<file path="src/rtl/divider_recon_pkg.sv">
// Shared definitions for the q*d+r dividend reconstruction engine.
//   WIDTH_DEF : default operand width (q, d, r); result width is 2*WIDTH
//   SSE_W     : width of the sum-of-squared-errors accumulator
//   CNT_W     : width of the sample counter
//   state_t   : controller states IDLE / MUL / DONE
package divider_recon_pkg;

  localparam int WIDTH_DEF = 8;
  localparam int SSE_W     = 40;
  localparam int CNT_W     = 32;

  typedef enum logic [1:0] {
    IDLE = 2'd0,
    MUL  = 2'd1,
    DONE = 2'd2
  } state_t;

endpackage

</file>
<file path="src/rtl/divider_recon_step.sv">
// One radix-2 shift-add multiply step, purely combinational.
//   acc        : running sum (2*WIDTH)
//   mcand      : multiplicand aligned to the current quotient bit (2*WIDTH)
//   qbit       : current quotient bit (LSB of the quotient shift register)
//   acc_next   : acc + mcand when qbit is set, otherwise acc
//   mcand_next : mcand shifted left by one, aligned to the next quotient bit
module divider_recon_step #(
  parameter int WIDTH = 8
) (
  input  logic [2*WIDTH-1:0] acc,
  input  logic [2*WIDTH-1:0] mcand,
  input  logic               qbit,
  output logic [2*WIDTH-1:0] acc_next,
  output logic [2*WIDTH-1:0] mcand_next
);

  // No carry-out needed: q*d + r never exceeds 2^(2W) - 2^W.
  assign acc_next   = qbit ? (acc + mcand) : acc;
  assign mcand_next = {mcand[2*WIDTH-2:0], 1'b0};

endmodule

</file>
<file path="src/rtl/divider_reconstruct_seq.sv">
// Sequential dividend reconstruction: n_rec = q*d + r, one quotient bit per
// cycle. The accumulator is seeded with r, so the remainder costs no extra
// cycle.
//
// Ports:
//   clk, rst      : clock, synchronous active-high reset
//   in_valid/in_ready, q, d, r : operand triple input handshake
//   out_valid/out_ready, n_rec : result output handshake
//   busy          : high while the shift-add loop is running (MUL state)
//
// Handshakes: a transfer happens on a rising clk edge where valid and ready
// are both high. in_ready is high only in IDLE. Once out_valid rises, n_rec
// and out_valid hold until the edge where out_ready is also high.
//
// Optional feature, macro DIVIDER_RECON_ERROR_METRIC_EN, adds:
//   n_ref       : original dividend, captured together with the operands
//   clear_stats : clears sse and sample_cnt (takes priority over accumulate)
//   err_abs     : |n_ref - n_rec|, valid while out_valid is high
//   sse         : saturating sum of err_abs^2 over output handshakes
//   sample_cnt  : saturating count of output handshakes
module divider_reconstruct_seq
  import divider_recon_pkg::*;
#(
  parameter int WIDTH = WIDTH_DEF
) (
  input  logic               clk,
  input  logic               rst,
  input  logic               in_valid,
  output logic               in_ready,
  input  logic [WIDTH-1:0]   q,
  input  logic [WIDTH-1:0]   d,
  input  logic [WIDTH-1:0]   r,
  output logic               out_valid,
  input  logic               out_ready,
  output logic [2*WIDTH-1:0] n_rec,
  output logic               busy
`ifdef DIVIDER_RECON_ERROR_METRIC_EN
  ,
  input  logic [2*WIDTH-1:0] n_ref,
  input  logic               clear_stats,
  output logic [2*WIDTH-1:0] err_abs,
  output logic [SSE_W-1:0]   sse,
  output logic [CNT_W-1:0]   sample_cnt
`endif
);

  localparam int CW = $clog2(WIDTH + 1);

  state_t             state;
  state_t             state_next;
  logic [2*WIDTH-1:0] acc;
  logic [2*WIDTH-1:0] mcand;
  logic [WIDTH-1:0]   qreg;
  logic [CW-1:0]      cnt;
  logic [2*WIDTH-1:0] acc_step;
  logic [2*WIDTH-1:0] mcand_step;
  logic               accept;
  logic               last_step;

  divider_recon_step #(.WIDTH(WIDTH)) u_step (
    .acc        (acc),
    .mcand      (mcand),
    .qbit       (qreg[0]),
    .acc_next   (acc_step),
    .mcand_next (mcand_step)
  );

  assign accept    = in_valid && in_ready;
  assign last_step = (cnt == CW'(WIDTH - 1));

  // Next state and handshake outputs.
  always_comb begin
    state_next = state;
    in_ready   = 1'b0;
    busy       = 1'b0;
    out_valid  = 1'b0;
    case (state)
      IDLE: begin
        in_ready = 1'b1;
        if (in_valid) state_next = MUL;
      end
      MUL: begin
        busy = 1'b1;
        if (last_step) state_next = DONE;
      end
      DONE: begin
        out_valid = 1'b1;
        if (out_ready) state_next = IDLE;
      end
      default: state_next = IDLE;
    endcase
  end

  always_ff @(posedge clk) begin
    if (rst) begin
      state <= IDLE;
    end else begin
      state <= state_next;
    end
  end

  // Datapath. The loop always runs WIDTH steps, even for q=0 or d=0, so the
  // latency stays fixed.
  always_ff @(posedge clk) begin
    if (rst) begin
      acc   <= '0;
      mcand <= '0;
      qreg  <= '0;
      cnt   <= '0;
    end else begin
      case (state)
        IDLE: begin
          if (accept) begin
            acc   <= {{WIDTH{1'b0}}, r};
            mcand <= {{WIDTH{1'b0}}, d};
            qreg  <= q;
            cnt   <= '0;
          end
        end
        MUL: begin
          acc   <= acc_step;
          mcand <= mcand_step;
          qreg  <= qreg >> 1;
          cnt   <= cnt + CW'(1);
        end
        default: ;
      endcase
    end
  end

  assign n_rec = (state == DONE) ? acc : '0;

`ifdef DIVIDER_RECON_ERROR_METRIC_EN
  logic [2*WIDTH-1:0] nref_reg;
  logic [2*WIDTH-1:0] diff;
  logic [4*WIDTH-1:0] err_sq;
  logic [SSE_W:0]     sse_sum;
  logic               out_fire;

  assign diff     = (acc >= nref_reg) ? (acc - nref_reg) : (nref_reg - acc);
  assign err_abs  = (state == DONE) ? diff : '0;
  assign err_sq   = (4*WIDTH)'(err_abs) * (4*WIDTH)'(err_abs);
  assign sse_sum  = {1'b0, sse} + (SSE_W + 1)'(err_sq);
  assign out_fire = out_valid && out_ready;

  always_ff @(posedge clk) begin
    if (rst) begin
      nref_reg   <= '0;
      sse        <= '0;
      sample_cnt <= '0;
    end else begin
      if (accept) nref_reg <= n_ref;
      if (clear_stats) begin
        sse        <= '0;
        sample_cnt <= '0;
      end else if (out_fire) begin
        // Carry out of the accumulator means saturation.
        sse <= sse_sum[SSE_W] ? {SSE_W{1'b1}} : sse_sum[SSE_W-1:0];
        if (sample_cnt != {CNT_W{1'b1}}) sample_cnt <= sample_cnt + CNT_W'(1);
      end
    end
  end
`endif

endmodule

</file>
<file path="config.mk">
export PLATFORM = sky130hd
export DESIGN_NAME = divider_reconstruct_seq
export DESIGN_NICKNAME = d
export VERILOG_FILES = /design/src/rtl/divider_recon_pkg.sv /design/src/rtl/divider_recon_step.sv /design/src/rtl/divider_reconstruct_seq.sv
export SDC_FILE = /design/constraint.sdc
export NUM_CORES = 1
export LEC_CHECK = 0
export ABC_AREA = 1
export CAP_MARGIN = 20
export CORE_UTILIZATION = 58
export CTS_BUF_LIST = sky130_fd_sc_hd__clkbuf_16
export DETAILED_ROUTE_END_ITERATION = 8
export HOLD_SLACK_MARGIN = 0.02
export PLACE_DENSITY = 0.95
export REMOVE_ABC_BUFFERS = 1
export SYNTH_ARGS = -nofsm -noshare
export SYNTH_HDL_FRONTEND = slang
export SYNTH_SLANG_ARGS = --single-unit
</file>
<file path="constraint.sdc">
create_clock -name clk -period 5.02 [get_ports clk]
set_clock_uncertainty 0.2 [all_clocks]
set_input_delay 1.004 -clock clk [delete_from_list [all_inputs] [get_ports clk]]
set_output_delay 1.004 -clock clk [all_outputs]
set_load 0.01 [all_outputs]
</file>
After elaboration in Yosys (flattened, before gate mapping)
Cells that the tools add are included.
{"block": "word_totals", "regBits": 46, "inputBits": 28, "out_inout_bits": 19, "wordCells": 38}
{"block": "op_classes", "n_addsub": 2, "n_eq_ne": 8, "n_mux": 17, "reduce_logical": 6}
{"op": "16-bit 2-to-1 mux", "n": 4}
{"op": "16-bit case mux with 2 select lines", "n": 2}
{"op": "16-bit adder", "n": 1}
{"op": "8-bit case mux with 2 select lines", "n": 1}
{"op": "2-bit inequality test, second input constant", "n": 5}
{"op": "8-bit 2-to-1 mux", "n": 1}
{"op": "4-bit case mux with 2 select lines", "n": 1}
{"op": "2-bit 2-to-1 mux", "n": 3}
{"op": "2-bit case mux with 3 select lines", "n": 1}
{"op": "3-bit AND reduction", "n": 2}
{"op": "4-bit by 1-bit adder with 4-bit output, second input constant", "n": 1}
{"op": "4-bit by 3-bit equality test with 1-bit output, second input constant", "n": 1}
{"op": "4-bit 2-to-1 mux", "n": 1}
{"op": "1-bit 2-to-1 mux", "n": 3}
{"op": "2-bit by 1-bit equality test with 1-bit output, second input constant", "n": 1}
{"op": "2-bit equality test, second input constant", "n": 1}
{"op": "2-bit logical NOT", "n": 1}
{"op": "2-bit AND reduction", "n": 1}
{"op": "2-bit nonzero test", "n": 1}
{"op": "1-bit logical AND", "n": 1}

Logic depth before layout (Yosys ltp)
Gate-level depths: netlist (run 1).
{"block": "depth", "ltp_word": 5, "mapped_depth": 11, "ltp_nobuf": 11}

Modules after synthesis
From an unflattened synthesis (run 1), not the netlist that was laid out.
{"block": "hier_totals", "cells_unflattened": 568, "area_unflattened_um2": 3429.5}
{"module": "divider_reconstruct_seq", "instances": 1, "cells_each": 330, "area_per_inst_um2": 2217.1, "seq_area_each_um2": 920.9}
{"module": "divider_recon_step", "instances": 1, "cells_each": 238, "area_per_inst_um2": 1212.4, "seq_area_each_um2": 0.0}

Worst setup path before layout (run 1)
OpenSTA, ideal clock, no wires.
{"block": "synth_path", "path_kind": "reg2out", "start": "register state[1]", "end": "output port n_rec[10]", "arrival_ns": 1.195, "t_required_ns": 3.816, "path_slack_ns": 2.621, "stages_incl_launch_ff": 6, "n_path_buf": 1, "path_cell_list": "dfxtp_1 inv_2 nor2_1 inv_1 clkbuf_1 nor2_1"}
{"block": "synth_between", "elab_chain_len": 2}
{"element": "from (decl)", "line": "divider_reconstruct_seq.sv:49", "rtl": "state_t state;"}
{"element": "from (signal assigned)", "line": "divider_reconstruct_seq.sv:98", "rtl": "state <= state_next;"}
{"element": "2-bit equality test", "line": "divider_reconstruct_seq.sv:131", "rtl": "assign n_rec = (state == DONE) ? acc : '0;"}
{"element": "16-bit 2-to-1 mux", "line": "divider_reconstruct_seq.sv:131"}
{"element": "to (decl)", "line": "divider_reconstruct_seq.sv:35", "rtl": "output logic [2*WIDTH-1:0] n_rec,"}
No other way between the ends.

Final worst setup path (run 1)
{"block": "layout_path", "start": "register state[1]", "end": "output port n_rec[2]"}
Same word-level chain as after synthesis.

==> results.txt, run 1 <==
----------------------------------------------------
[Status]
  Run status ... complete, no violations

[Hold path]
  Hold endpoint ... qreg[1]$_SDFFE_PP0P_
  Source of the worst hold timing path ... qreg[1]$_SDFFE_PP0P_
  Min-delay worst type ... flip-flop to flip-flop
  Instance count along the most critical hold path ... 2

[Timing]
  Hold Vio Cnt, Final ... 0
  Transition time of the tightest slew-check pin ... approximately 0.56 ns
  Count of pins over their slew limit ... 0
  Final worst path period need ... about 3.1 ns
  Hold slack ... approximately 0.27 ns
  Final setup violating endpoints ... 0
  Total negative slack ... 0 ns
  Worst rel slew slack ... 0.626
  FMAX ... 319 MHz
  RSZ-0062 raised after global routing ... false
  Worst-case setup margin in the final layout ... 1.88 ns
  Share of the clock period used by the worst path ... 0.625

[Final layout]
  Seq. cell area ... 921 sq um
  Final Core Density ... 0.734
  Most frequent standard cell in the layout excluding fill and tap cells ... nand2_1
  Area added between synthesis and finish ... 21.6%
  Nets ... approximately 540
  Total of fill cells in the finished design ... around 400
  Final non-filler cell area ... 3490 sq um
  Share of layout cells above drive strength 1 ... 0.0468
  Number of inserted diodes ... 0
  Top library cells by usage in the layout, fill and taps aside ... nand2_1, inv_1, dfxtp_1, clkdlybuf4s50_1, a21oi_1
  Area of combinational cells with multiple inputs ... approximately 1600 sq um

[Synthesis]
  Dominant cells by area after synthesis ... dfxtp_1, nand2_1, inv_1
  Cell area after synthesis ... roughly 2900 sq um
  Post-Syn Instances ... around 450
  Number of flip-flops and latches in the synthesized netlist ... between 40 and 50
  Number of distinct library cells after synthesis ... 32
  Area fraction of the dominant cell type after synthesis ... 0.321
  Average instance area after synthesis ... between 6 and 7 sq um
  Synthesis warning total ... 0
  Fraction of the yosys area taken by sequential cells ... 0.321
  Area leader, netlist ... dfxtp_1

[Drt]
  Wire length per cell ... ~13 microns
  Post-DR vias/cell ... 5.38
  Antenna viol nets, final ... 0
  Wire length reported by the detailed router ... between 7000 and 8000 microns
  Vias ... around 3,000
  Detailed-routing iteration count for the pre-antenna-repair pass ... 4
  DRC violation total after the first TritonRoute iteration ... between 200 and 250
  DRC violation count after routing ... 0

[Setup path]
  Worst-path maximum fanout ... 16
  Arrival @ worst endpoint ... 1.94 ns
  Worst flop-to-flop path startpoint ... state[0]$_SDFFE_PP0P_
  Delay contributed by the slowest stage of the critical path ... 0.56 ns
  Kind of start point of the critical path ... flip-flop
  Most common cell on crit path ... nor2_1
  Critical path type ... flip-flop to output pin
  Required time worst endpoint ... between 3 and 4 ns
  Worst reg2reg endpoint ... acc[0]$_SDFFE_PP0P_
  CP max-delay cell ... clkdlybuf4s50_1
  Crit path capture type ... output pin
  Worst r2r path cells ... 8
  Reg2Reg Setup Slack ... 2.73 ns
  List of cells traversed by the critical path ... inv_2, nor2_1, inv_1, nor2_1, clkdlybuf4s50_1

[Clock network]
  Hold Buf Count CTS ... 0
  Clock Path Buffers ... 2
  Buffers inserted during post-CTS setup optimization ... 0
  Post-CTS clock slew at the launch and capture registers of the worst setup and hold paths ... 0.06 ns
  Root Buffer ... clkbuf_16
  Number of buffers added by the clock tree synthesis step ... 5
  Insertion delay to the later sink of the worst-skew pair ... 0.29 ns
  CTS sink cnt ... 46
  Cells resized by post-CTS repair ... 0
  TritonCTS clock tree ... built
  H-tree level count ... 2

[Floorplanning]
  Overall die width ... around 72 microns
  Number of standard-cell rows in the floorplan ... 25
  Starting density of the core ... 0.603
  Placeable core area ... 4750 sq um
  Top-level I/O count ... 47
  Die H ... around 72 microns
  Total Die Area ... 5230 sq um

[Power]
  Switching power ... 0.000276 W
  Cell leakage power ... around 1.6 nW
  Cell Int Power ... 0.000647 W
  Relative contribution of the clock network to total power ... 0.352
  Proportion of power drawn by combinational gates ... 0.206
  Switch share ... 0.299
  Cell area power density ... 264 nW/um^2
  Maximum vdd drop ... ~220 uV
  Flop pwr share ... 0.442

[Global routing]
  Antenna violations before repair ... 0
  First-pass GRT wire length ... about 12,000 microns
  Global-route congestion overflow total ... 0
  Via count of the first global-routing pass ... 2,801
  Largest net degree at the start of global routing ... 35
  Global-route usage over all layers ... 0.290

[Flow run]
  Number of max-capacitance violations reported ... 0

[Placement]
  Count of buffers inserted at the top-level ports ... 46
  Worst slack after detailed placement ... ~2.1 ns
  Cell area reported after detailed placement ... 3350 sq um
  Weighted congestion at the end of routability-driven global placement ... 0.943
  DP Wirelength ... a little over 5000 microns

----------------------------------------------------
## layout make-up
| class | instances | share of cell area |
|---|---|---|
| clock inverters | 3 | 0.00466 |
| multi-input cells | 322 | 0.463 |
| repair buffers | 48 | 0.136 |
| inverters | 67 | 0.0721 |
| well taps | 67 | 0.0240 |
| clock buffers | 5 | 0.0359 |
| flip-flops and latches | 46 | 0.264 |
## metrics by stage
step,power (W),instances
floorplan,0.000529,435
global placement,0.000595,550
detailed placement,0.000604,550
CTS,0.000922,558
global route,0.000962,558
finish,0.000923,558
## worst max-delay path by stage
stage | from | end | slack (ns) | depth (start not counted)
after global routing | state[1]$_SDFFE_PP0P_ | n_rec[1] | 1.74 | 5
after detailed placement | in_valid | acc[0]$_SDFFE_PP0P_ | 2.07 | 7
after floorplan | state[1]$_SDFFE_PP0P_ | n_rec[0] | 2.72 | 4
final | state[1]$_SDFFE_PP0P_ | n_rec[2] | 1.88 | 5
after CTS | state[1]$_SDFFE_PP0P_ | n_rec[2] | 1.83 | 5
after global placement | in_valid | acc[0]$_SDFFE_PP0P_ | 2.15 | 7
## worst max-delay path, delay by kind of cell (launching register included)
kind	cells	cell delay (ns)
DFF	1	0.43
buffers and inverters	3	0.89
and+or+nand+nor	2	0.32
## cell usage after synthesis
| cell | count |
|---|---|
| a21oi_1 | 45 |
| a22oi_1 | 9 |
| a31oi_1 | 4 |
| and2_1 | 1 |
| buf_2 | 4 |
| buf_4 | 2 |
| buf_6 | 2 |
| clkbuf_1 | 6 |
| dfxtp_1 | 46 |
| fa_1 | 1 |
| ha_1 | 16 |
| inv_1 | 63 |
| inv_2 | 4 |
| nand2_1 | 154 |
| nand2_2 | 1 |
| nand3_1 | 22 |
| nand3b_1 | 4 |
| nand4_1 | 2 |
| nor2_1 | 30 |
| nor2_4 | 4 |
| nor3_1 | 4 |
| nor3b_1 | 1 |
| nor4_1 | 1 |
| o211ai_1 | 1 |
| o21a_1 | 1 |
| o21ai_0 | 4 |
| o21ai_1 | 7 |
| o22ai_1 | 1 |
| o311a_1 | 1 |
| or2_2 | 5 |
| xnor2_1 | 1 |
| xor2_1 | 2 |
## cell families (layout without fill, tap and decap cells)
kind of cell               Yosys count  count (layout)  synth area share
AOI/OAI and AO/OA                   73              73             0.141
buffers and inverters               81             123             0.116
xor gates and xnor gates             3               3           0.00916
DFF                                 46              46             0.321
and+or+nand+nor                    229             229             0.337
adders and majority gates           17              17            0.0768
## power by group through the flow
stage / clock network, W / registers, W / logic [W]
5_1_grt: 0.000339 / 0.000411 / 0.000212
4_1_cts: 0.000324 / 0.000408 / 0.000189
3_3_place_gp: 0 / 0.000415 / 0.000179
3_5_place_dp: 0 / 0.000416 / 0.000187
6_report: 0.000325 / 0.000408 / 0.000190
2_1_floorplan: 0 / 0.000410 / 0.000119
## registers in the layout (all words and copies together), names as in the netlist
register  count
acc          16
cnt           4
mcand        16
qreg          8
state         2
## per-layer routing
layer  vias up  GRT usage  wire length, microns
met1      1384      0.339                  2940
met2        88      0.519                  3600
met4         0      0.129                   171
li1       1509          -                     -
met3        19     0.0458                   409
met5         -          0                     0
No activity file was read; power rests on OpenSTA's default activity.
==> run 2, diff against run 1 <==
--- a/config.mk
+++ b/config.mk
@@ -7,11 +7,11 @@
 export LEC_CHECK = 0
 export ABC_AREA = 1
 export CAP_MARGIN = 20
-export CORE_UTILIZATION = 58
+export CORE_UTILIZATION = 54
 export CTS_BUF_LIST = sky130_fd_sc_hd__clkbuf_16
 export DETAILED_ROUTE_END_ITERATION = 8
 export HOLD_SLACK_MARGIN = 0.02
-export PLACE_DENSITY = 0.95
+export PLACE_DENSITY = 0.91
 export REMOVE_ABC_BUFFERS = 1
 export SYNTH_ARGS = -nofsm -noshare
 export SYNTH_HDL_FRONTEND = slang
==> constraint.sdc (replaced) <==
create_clock -name clk -period 2.9 [get_ports clk]
set_clock_uncertainty 0.2 [all_clocks]
set_input_delay 0.58 -clock clk [delete_from_list [all_inputs] [get_ports clk]]
set_output_delay 0.58 -clock clk [all_outputs]
set_load 0.01 [all_outputs]
==> run 2 against run 1 <==
Compared with the run above:
- flip-flop and latch count is the same
- wire length rose by 3.2%
- largest cell class unchanged
- critical path depth did not move
- die area up 7.2%
- critical path type unchanged
- sequential power rose by 73%
- largest power group is now the clock network
- combinational power rose by 78%
- highest routed layer unchanged
- global-route usage fell by 0.91 points
- count of clock-buffer cells in the layout is the same
==> results.txt, run 2 (synthesis gave the netlist of run 1 again) <==
----------------------------------------------------
[Drt]
  Post-DR vias/cell ... roughly 5.3
  Vias ... 2,973
  Antenna viol nets, final ... 0
  DRC violation total after the first TritonRoute iteration ... 237
  DRC violation count after routing ... 0
  Wire length per cell ... approximately 13 microns
  Wire length reported by the detailed router ... 7350 microns
  Detailed-routing iteration count for the pre-antenna-repair pass ... 4

[Clock network]
  Post-CTS clock slew at the launch and capture registers of the worst setup and hold paths ... approximately 0.06 ns
  Buffers inserted during post-CTS setup optimization ... 0
  Cells resized by post-CTS repair ... 0
  Root Buffer ... clkbuf_16
  Clock Path Buffers ... 2
  Hold Buf Count CTS ... 0
  Number of buffers added by the clock tree synthesis step ... 5
  TritonCTS clock tree ... built
  CTS sink cnt ... 46
  H-tree level count ... 2
  Insertion delay to the later sink of the worst-skew pair ... 0.29 ns

[Final layout]
  Most frequent standard cell in the layout excluding fill and tap cells ... nand2_1
  Number of inserted diodes ... 0
  Biggest regs ... acc x16, mcand x16, qreg x8
  Seq. cell area ... about 900 sq um
  Total of fill cells in the finished design ... ~440
  Top library cells by usage in the layout, fill and taps aside ... nand2_1, inv_1, dfxtp_1, clkdlybuf4s50_1, a21oi_1
  Area of combinational cells with multiple inputs ... roughly 1600 sq um
  Area added between synthesis and finish ... 23.9%
  Final non-filler cell area ... ~3600 sq um
  Nets ... 537
  Share of layout cells above drive strength 1 ... 0.0507

[Timing]
  Share of the clock period used by the worst path ... 0.970
  FMAX ... about 360 MHz
  Hold Vio Cnt, Final ... 0
  Final worst path period need ... roughly 2.8 ns
  Final setup violating endpoints ... 0
  RSZ-0062 raised after global routing ... false
  Count of pins over their slew limit ... 0
  Transition time of the tightest slew-check pin ... roughly 0.69 ns
  Total negative slack ... 0 ns
  Worst rel slew slack ... 0.541

[Floorplanning]
  Total Die Area ... about 5600 sq um
  Top-level I/O count ... 47
  Number of standard-cell rows in the floorplan ... 26
  Starting density of the core ... 0.562
  Overall die width ... about 75 microns
  Placeable core area ... approximately 5000 sq um
  Die H ... between 70 and 80 microns

[Placement]
  DP Wirelength ... slightly above 5000 microns
  Count of buffers inserted at the top-level ports ... 46
  Cell area reported after detailed placement ... 3370 sq um
  Weighted congestion at the end of routability-driven global placement ... 0.889

[Global routing]
  Global routing met3 resource utilization ... 0.0535
  Via count of the first global-routing pass ... ~2,700
  Largest net degree at the start of global routing ... 34
  GR peak layer ... met2
  Met2 track demand over resource ... 0.494
  Global-route congestion overflow total ... 0
  First-pass GRT wire length ... between 10,000 and 15,000 microns
  Global-route usage over all layers ... 0.281
  Antenna violations before repair ... 0
  GRT met1 Usage ... 0.343

[Status]
  Run status ... complete, no violations

[Hold path]
  Instance count along the most critical hold path ... 2
  Min-delay worst type ... flip-flop to flip-flop

[Power]
  Maximum vdd drop ... between 200 and 300 uV
  Cell leakage power ... between 1.5 and 2 nW
  Total Power ... 0.00178 W
  Cell area power density ... 501 nW/um^2

[Setup path]
  Worst r2r path cells ... 11
  Arrival @ worst endpoint ... around 2.0 ns
  Top cell family by delay on the critical path ... buffers and inverters
  List of cells traversed by the critical path ... inv_2, nor2_1, inv_1, nor2_1, clkdlybuf4s50_1
  Critical path type ... flip-flop to output pin
  Worst-path maximum fanout ... 16
  Delay contributed by the slowest stage of the critical path ... around 0.56 ns
  Logic depth of the worst path, buffers included ... 5
  WP buf/inv ... 3
  CP max-delay cell ... clkdlybuf4s50_1
  Most common cell on crit path ... nor2_1
  Required time worst endpoint ... ~2.1 ns
  Crit path capture type ... output pin
  Kind of start point of the critical path ... flip-flop

[Flow run]
  Number of max-capacitance violations reported ... 0

----------------------------------------------------
-- run 2: cell types whose count changed in the layout (fill, tap and decap cells not counted) --
cell / change
clkinv_2: -1
clkinvlp_4: -1
bufinv_16: +2
buf_4: +2
-- run 2: power by group --
part           total [W]  internal (W)  switching [W]
Clock           0.000737      0.000491       0.000246
Combinational   0.000338      0.000139       0.000200
Sequential      0.000706      0.000671      0.0000349
-- run 2: final timing paths --
kind                                            start              endpoint  slack [ns]
worst max-delay path            state[1]$_SDFFE_PP0P_              n_rec[1]        0.09
worst min-delay path             qreg[7]$_SDFFE_PP0P_  qreg[7]$_SDFFE_PP0P_        0.26
worst max register to register    acc[0]$_SDFFE_PP0P_  acc[14]$_SDFFE_PP0P_        0.78
worst min register to register   qreg[7]$_SDFFE_PP0P_  qreg[7]$_SDFFE_PP0P_        0.26
-- run 2: layer usage --
layer,share of wire,up-vias
met4,0.012,0
met2,0.52,86
met1,0.42,1366
met3,0.051,11
li1,-,1510
met5,0,-
-- run 2: final cells by class --
class / count / area share
inverter: 67 / 0.0707
timing repair buffer: 50 / 0.138
multi-input combinational: 322 / 0.455
tap: 70 / 0.0246
clock buffer: 5 / 0.0352
clock inverter: 3 / 0.0179
sequential: 46 / 0.259
-- run 2: worst min-delay path, delay by kind of cell (launching register included) --
family | cells | cell delay (ns)
AOI/OAI and AO/OA | 1 | 0.05
DFF | 1 | 0.31
and+or+nand+nor | 1 | 0.06
-- run 2: through the flow --
step	hold slack (ns)	utilization	std cells	setup slack, ns
after CTS	0.266	0.696	563	0.0725
after global routing	0.294	0.696	563	0.00120
after global placement	0.252	0.659	555	0.555
after detailed placement	0.257	0.659	555	0.371
after floorplan	0.235	-	435	0.913
final	0.263	0.696	563	0.0857
